<file path="src/rtl/sr_frame_sequencer.sv">
// Frame sequencer: feeds a multi-byte frame, most significant byte first, into an 8-bit
// load/ready shift register and then pulses the latch strobe of an external 74HC595 chain.
module sr_frame_sequencer #(
  parameter int NUM_BYTES      = 2,
  parameter int LATCH_CYCLES   = 2,
  parameter int REFRESH_PERIOD = 0
) (
  input  logic                   i_clk,
  input  logic                   i_rst,
  input  logic                   i_start,
  input  logic [8*NUM_BYTES-1:0] i_frame,
  output logic                   o_sr_load,
  output logic [7:0]             o_sr_data,
  input  logic                   i_sr_rdy,
  output logic                   o_latch,
  output logic                   o_busy,
  output logic                   o_done,
  output logic                   o_pending,
  output logic [2:0]             o_state
);

  localparam int IDX_W = (NUM_BYTES > 1) ? $clog2(NUM_BYTES) : 1;
  localparam logic [IDX_W-1:0] IDX_FIRST = IDX_W'(NUM_BYTES - 1);
  localparam logic [3:0]       LAT_LAST  = 4'(LATCH_CYCLES - 1);

  typedef enum logic [2:0] {
    S_IDLE  = 3'd0,
    S_LOAD  = 3'd1,
    S_SKIP  = 3'd2,
    S_WAIT  = 3'd3,
    S_GAP   = 3'd4,
    S_LATCH = 3'd5,
    S_DONE  = 3'd6
  } state_t;

  state_t                      state_q, state_d;
  logic [IDX_W-1:0]            idx_q, idx_d;
  logic [NUM_BYTES-1:0][7:0]   frame_q, frame_d;
  logic [3:0]                  lat_cnt_q, lat_cnt_d;
  logic                        pend_q, pend_d;
  logic                        tick;
  logic                        busy;
  logic                        req;

  // Refresh timer: one-cycle tick on count REFRESH_PERIOD-1, then wrap.
  if (REFRESH_PERIOD > 0) begin : g_refresh
    localparam logic [23:0] REF_LAST = 24'(REFRESH_PERIOD - 1);
    logic [23:0] ref_cnt_q;

    always_ff @(posedge i_clk) begin
      if (i_rst) begin
        ref_cnt_q <= 24'd0;
      end else if (ref_cnt_q == REF_LAST) begin
        ref_cnt_q <= 24'd0;
      end else begin
        ref_cnt_q <= ref_cnt_q + 24'd1;
      end
    end

    assign tick = (ref_cnt_q == REF_LAST);
  end else begin : g_no_refresh
    assign tick = 1'b0;
  end

  assign busy = (state_q != S_IDLE);
  assign req  = i_start | tick | pend_q;

  always_ff @(posedge i_clk) begin
    if (i_rst) begin
      state_q   <= S_IDLE;
      idx_q     <= '0;
      frame_q   <= '0;
      lat_cnt_q <= 4'd0;
      pend_q    <= 1'b0;
    end else begin
      state_q   <= state_d;
      idx_q     <= idx_d;
      frame_q   <= frame_d;
      lat_cnt_q <= lat_cnt_d;
      pend_q    <= pend_d;
    end
  end

  always_comb begin
    state_d   = state_q;
    idx_d     = idx_q;
    frame_d   = frame_q;
    lat_cnt_d = lat_cnt_q;
    pend_d    = pend_q;

    // Requests arriving mid-frame collapse into a single queued frame.
    if (busy && (i_start || tick)) begin
      pend_d = 1'b1;
    end

    case (state_q)
      S_IDLE: begin
        if (req) begin
          frame_d = i_frame;
          pend_d  = 1'b0;
          idx_d   = IDX_FIRST;
          state_d = S_LOAD;
        end
      end
      S_LOAD: begin
        if (i_sr_rdy) begin
          state_d = S_SKIP;
        end
      end
      S_SKIP: begin
        state_d = S_WAIT;
      end
      S_WAIT: begin
        if (i_sr_rdy) begin
          if (idx_q != '0) begin
            idx_d   = idx_q - 1'b1;
            state_d = S_LOAD;
          end else begin
            state_d = S_GAP;
          end
        end
      end
      S_GAP: begin
        lat_cnt_d = 4'd0;
        state_d   = S_LATCH;
      end
      S_LATCH: begin
        if (lat_cnt_q == LAT_LAST) begin
          state_d = S_DONE;
        end else begin
          lat_cnt_d = lat_cnt_q + 4'd1;
        end
      end
      S_DONE: begin
        state_d = S_IDLE;
      end
      default: begin
        state_d = S_IDLE;
      end
    endcase
  end

  assign o_sr_load = (state_q == S_LOAD) && i_sr_rdy;
  assign o_sr_data = busy ? frame_q[idx_q] : 8'h00;
  assign o_latch   = (state_q == S_LATCH);
  assign o_busy    = busy;
  assign o_done    = (state_q == S_DONE);
  assign o_pending = pend_q;
  assign o_state   = state_q;

endmodule
</file>
<file path="config.mk">
export PLATFORM = sky130hd
export DESIGN_NAME = sr_frame_sequencer
export DESIGN_NICKNAME = d
export VERILOG_FILES = /design/src/rtl/sr_frame_sequencer.sv
export SDC_FILE = /design/constraint.sdc
export NUM_CORES = 1
export LEC_CHECK = 0
export CELL_PAD_IN_SITES_DETAIL_PLACEMENT = 1
export CELL_PAD_IN_SITES_GLOBAL_PLACEMENT = 2
export CORE_MARGIN = 5
export CORE_UTILIZATION = 29
export CTS_CLUSTER_SIZE = 40
export DETAILED_ROUTE_END_ITERATION = 8
export GPL_TIMING_DRIVEN = 0
export PLACE_DENSITY = 0.92
export SKIP_CTS_REPAIR_TIMING = 1
export SYNTH_ARGS = -nofsm -noshare
export SYNTH_HDL_FRONTEND = slang
export SYNTH_SLANG_ARGS = --single-unit
</file>
<file path="constraint.sdc">
create_clock -name i_clk -period 5.1 [get_ports i_clk]
set_clock_uncertainty 0.15 [all_clocks]
set_input_delay 1.53 -clock i_clk [delete_from_list [all_inputs] [get_ports i_clk]]
set_output_delay 1.53 -clock i_clk [all_outputs]
set_load 0.02 [all_outputs]
</file>
-- After elaboration in Yosys (flattened, before gate mapping)
Index checks and enable logic that the tools add are counted.
- add/subtract/negate cells: 2
- multipliers: 0
- div/mod/pow operators: 0
- order comparisons: 1
- eq/ne operators: 12
- shift-type cells: 0
- multiplexer cells: 18
- bitwise logic cells: 1
- reduce and logical (&&, ||, !) cells: 10
- operator list (kind ; count):
    two-way mux 8 bit ; 3
    case mux 3 bit (6 select lines) ; 1
    two-way mux 3 bit ; 5
    == test 3 bit (second input constant) ; 3
    inequality test 2 bit (second input constant) ; 4
    case mux 4 bit (2 select lines) ; 1
    == test 3 x 2 -> 1 bit (second input constant) ; 2
    two-way mux 1 bit ; 6
    adder 4 x 1 -> 4 bit (second input constant) ; 1
    == test 4 x 1 -> 1 bit (second input constant) ; 1
    two-way mux 4 bit ; 1
    AND reduction 2 bit ; 2
    AND reduction 4 bit ; 1
    nonzero test 2 bit ; 2
    == test 3 x 1 -> 1 bit (second input constant) ; 1
    logical NOT 3 bit ; 1
    AND reduction 3 bit ; 1
    nonzero test 3 bit ; 1
    logical AND 1 bit ; 2
    less-than comparator 1 x 2 -> 1 bit (second input constant) ; 1
    inequality test 2 x 1 -> 1 bit (second input constant) ; 1
    case mux 1 bit (2 select lines) ; 1
    bitwise OR 1 bit ; 1
    subtractor 1 bit (second input constant) ; 1
- flip-flop bits (word level): 25
- bits in latches: 0
- memory bits (writable): 0
- ROM bits: 0
- memories kept: 0

-- Depth between registers and ports, before layout
Gate-level depths: netlist of the first run.
- depth in word-level cells: 5
- mapped depth: 6

-- Worst setup path after synthesis of the first run
Ideal clock, no wire load.
- path kind: input -> output
- start point: input port i_sr_rdy
- end point: output port o_sr_load
- data arrival time: 2.053 ns
- slack: 1.367 ns
- stages on the path: 2
- path through: nand2_1 -> nor3_1
- cells in the longest elaborated chain, start to end: 1
- ends and longest elaborated chain (element ; line ; RTL):
    from (decl) ; 14 ; input logic i_sr_rdy,
    logical AND 1 bit ; 143 ; assign o_sr_load = (state_q == S_LOAD) && i_sr_rdy;
    to (decl) ; 12 ; output logic o_sr_load,
No other way between the ends.

-- Worst setup path after layout of the first run
Ends and elaborated chain as after synthesis.

==> results of run 1 <==
==> registers in the layout (all words and copies together) (netlist names) <==
name and cells:
lat_cnt_q 4, o_pending 1, frame_q 16, idx_q 1, o_state 3
==> worst paths after layout <==
kind | start | to | slack [ps] | cells after the start
worst min register to register | frame_q[8]$_SDFFE_PP0P_ | frame_q[8]$_SDFFE_PP0P_ | 340 | 2
worst min-delay path | frame_q[8]$_SDFFE_PP0P_ | frame_q[8]$_SDFFE_PP0P_ | 340 | 2
worst max-delay path | i_sr_rdy | o_sr_load | 460 | 4
worst max register to register | o_pending$_SDFF_PP0_ | frame_q[0]$_SDFFE_PP0P_ | 3310 | 4
==> metal layers <==
layer,wire length [um],vias up,global-route usage
met5,0,-,0
met4,52,0,0.0542
met3,73,4,0.0165
met2,2060,21,0.245
met1,1760,645,0.164
li1,-,633,-
==> cells by family (layout without fill, tap and decap cells) <==
group / after synthesis / after routing / share of synthesized area
AOI/OAI and AO/OA: 46 / 46 / 0.200
adders and majority gates: 2 / 2 / 0.0195
buffers and inverters: 16 / 54 / 0.0772
DFF: 25 / 25 / 0.391
muxes: 8 / 8 / 0.0626
and+or+nand+nor: 56 / 56 / 0.249
==> cell usage in the layout (no fill, tap or decap), types with 4 or more instances in the layout <==
master	instances
sky130_fd_sc_hd__a21oi_1	18
sky130_fd_sc_hd__clkbuf_1	7
sky130_fd_sc_hd__dfxtp_1	25
sky130_fd_sc_hd__mux2i_1	8
sky130_fd_sc_hd__o21ai_0	10
sky130_fd_sc_hd__nand3_1	20
sky130_fd_sc_hd__clkdlybuf4s50_1	34
sky130_fd_sc_hd__o21ai_1	9
sky130_fd_sc_hd__nand2_1	6
sky130_fd_sc_hd__nor2_1	11
sky130_fd_sc_hd__buf_6	4
==> Yosys cell counts (2+ instances only) <==
| cell type | number | area, um2 |
|---|---|---|
| sky130_fd_sc_hd__nor2b_1 | 3 | 18.8 |
| sky130_fd_sc_hd__a21oi_1 | 18 | 90.1 |
| sky130_fd_sc_hd__a31oi_1 | 3 | 18.8 |
| sky130_fd_sc_hd__ha_1 | 2 | 25.0 |
| sky130_fd_sc_hd__nand3_1 | 20 | 100 |
| sky130_fd_sc_hd__mux2i_1 | 8 | 80.1 |
| sky130_fd_sc_hd__clkbuf_1 | 7 | 26.3 |
| sky130_fd_sc_hd__buf_6 | 4 | 45.0 |
| sky130_fd_sc_hd__o21ai_0 | 10 | 50.1 |
| sky130_fd_sc_hd__nor2_1 | 11 | 41.3 |
| sky130_fd_sc_hd__nor3_1 | 2 | 10.0 |
| sky130_fd_sc_hd__nand4b_1 | 3 | 26.3 |
| sky130_fd_sc_hd__o21ai_1 | 9 | 45.0 |
| sky130_fd_sc_hd__nand2_1 | 6 | 22.5 |
| sky130_fd_sc_hd__dfxtp_1 | 25 | 500 |
| sky130_fd_sc_hd__buf_2 | 2 | 10.0 |
==> final cells by class <==
type	instances	area [um2]	area share
clock buffer	3	41.3	0.0238
buffer	14	88.8	0.0512
multi-input combinational	112	681	0.392
sequential	25	500	0.289
inverter	2	10.0	0.00577
clock inverter	1	7.51	0.00433
timing repair buffer	34	340	0.196
tap	52	65.1	0.0375
==> per-stage QoR <==
stage                     hold WS (ps)  cells   util
after floorplan                    303    153      -
after global placement             313    239  0.390
after detailed placement           326    239  0.390
after CTS                          342    243  0.401
after global routing               370    243  0.401
final                              341    243  0.401
==> worst max-delay path, delay by kind of cell <==
| kind | cells | cell delay (ps) |
|---|---|---|
| and+or+nand+nor | 2 | 250 |
| buffers and inverters | 2 | 1170 |
==> power by group through the flow <==
stage | sequential [uW] | combinational [uW] | clock (uW)
5_1_grt | 222 | 171 | 136
2_1_floorplan | 225 | 96.1 | 0
4_1_cts | 220 | 158 | 127
3_3_place_gp | 223 | 153 | 0
3_5_place_dp | 224 | 157 | 0
6_report | 220 | 157 | 125
==> results.yml, run 1 <==
die:
  fp.dieW_um: 76.4
  floorplan.core_area_mm2: 0.00432
  start_util: 0.296
  rows: 24
  die-height_um: 76.4
  design.portCount: 36
  area_of_the_die_mm2: 0.00584
sta:
  tightestPinTransition_ps: 547
  max_freq_mhz: 216
  period_needed_ps: 4640
  slew_viol_final: 0
  unrepaired_setup_endpoints_after_global_routing: "false"
  layout_setup_ws_ps: 464
  finalHoldViolCount: 0
  timing.slew.headroom: 0.634
  report.final.setup_viol: 0
  final_clock_period_utilization_by_the_worst_path: 0.909
  setup_total_negative_slack_ps: 0
flow_run:
  max_cap_violations: 0
layout:
  drive_gt1_frac: 0.0890
  layout.nets: 214
  postLayoutCellArea_mm2: 0.00173
  fillerInstances: 533
  flow.area_growth_from_synthesis_pct: 35.5
  number_of_antenna_diodes: 0
place:
  post_dp_cell_area_mm2: 0.00169
  half_perimeter_wire_length_after_detailed_placement_um: 2960
  numPortBuffers: 34
  finalWeightedCongestion: 0.791
  post-place-ws_ps: 462
clock_tree:
  clock_pin_slew_of_the_registers_on_the_worst_case_setup_and_hold_paths_ps: 100
  cts_made_buffers: 3
  clock_latency_ps: 270
  cts_num_sinks: 25
  cts_tree: "done"
  clk_root_buffer_cell: "sky130_fd_sc_hd__clkbuf_8"
  htree_levels: 1
  clock_path_buffers: 2
power_and_ir_drop:
  total_leakage_power_uw: 0.000596
  switchingPower_uw: 165
  net_switching_share_of_the_total_power: 0.329
  power_per_cell_area_mw_per_mm2: 289
  power.share.combinational: 0.314
  p_clk_frac: 0.249
  fin_total_pwr_uw: 502
  power.sequential.fraction: 0.438
  cell_internal_pwr_uw: 336
  ir_drop_uv: 89.9
critical_path:
  cpPeakStageDelay_ps: 630
  critical_path_required_ps: 3420
  cpMostUsedCell: "sky130_fd_sc_hd__clkdlybuf4s50_1"
  critPathSlowestCell: "sky130_fd_sc_hd__clkdlybuf4s50_1"
  arrival_ps: 2960
  critical_path.endpoint_type: "primary output"
  crit_type: "input pin to primary output"
  worstPathCellList: "clkdlybuf4s50_1 > nand2_1 > nor3_1 > clkdlybuf4s50_1"
  worst-path-max-fanout: 4
  start_kind: "input pin"
logic_synthesis:
  postSynth.topFlopCell: "sky130_fd_sc_hd__dfxtp_1"
  synth.ff_latch_count: 25
  yosysWarnings: 0
  postSynthCellCount: 153
  synth_enable_flop_cells: 0
  asyncSetResetFlopFracSynth: 0
  syn_nets: 175
  ys_seq_area_frac: 0.391
  netlist_area_mm2: 0.00128
  synth.lib_cells_used.distinct: 36
  synthesis.area_per_instance_um2: 8.37
outcome:
  status: "complete, no violations"
drt:
  drt-wirelength-per-cell_um: 16.3
  wl_um: 3950
  dr.pass1.iters: 4
  via_count: 1303
  viasPerCell: 5.36
  drt_iter0_drc: 64
  postRouteAntennaNets: 0
  drc: 0
hold_path:
  holdCritPathClass: "register to register"
global_route:
  initial_antenna_violation_count: 0
  total_track_usage: 0.137
  vias_in_the_first_global_route: 1463
  largest_net_degree_at_the_start_of_global_routing: 16
  grt_first_pass_wirelength_um: 6780
  globalRoute.totalOverflow: 0
Note: power is estimated with default switching activity, not from simulation.
==> run 2: changes to the inputs <==
Settings changed: SKIP_LAST_GASP from default to 1, TNS_END_PERCENT from default to 100.
==> results of run 2 <==
No change in the layout: final DEF, timing and power equal those of run 1.
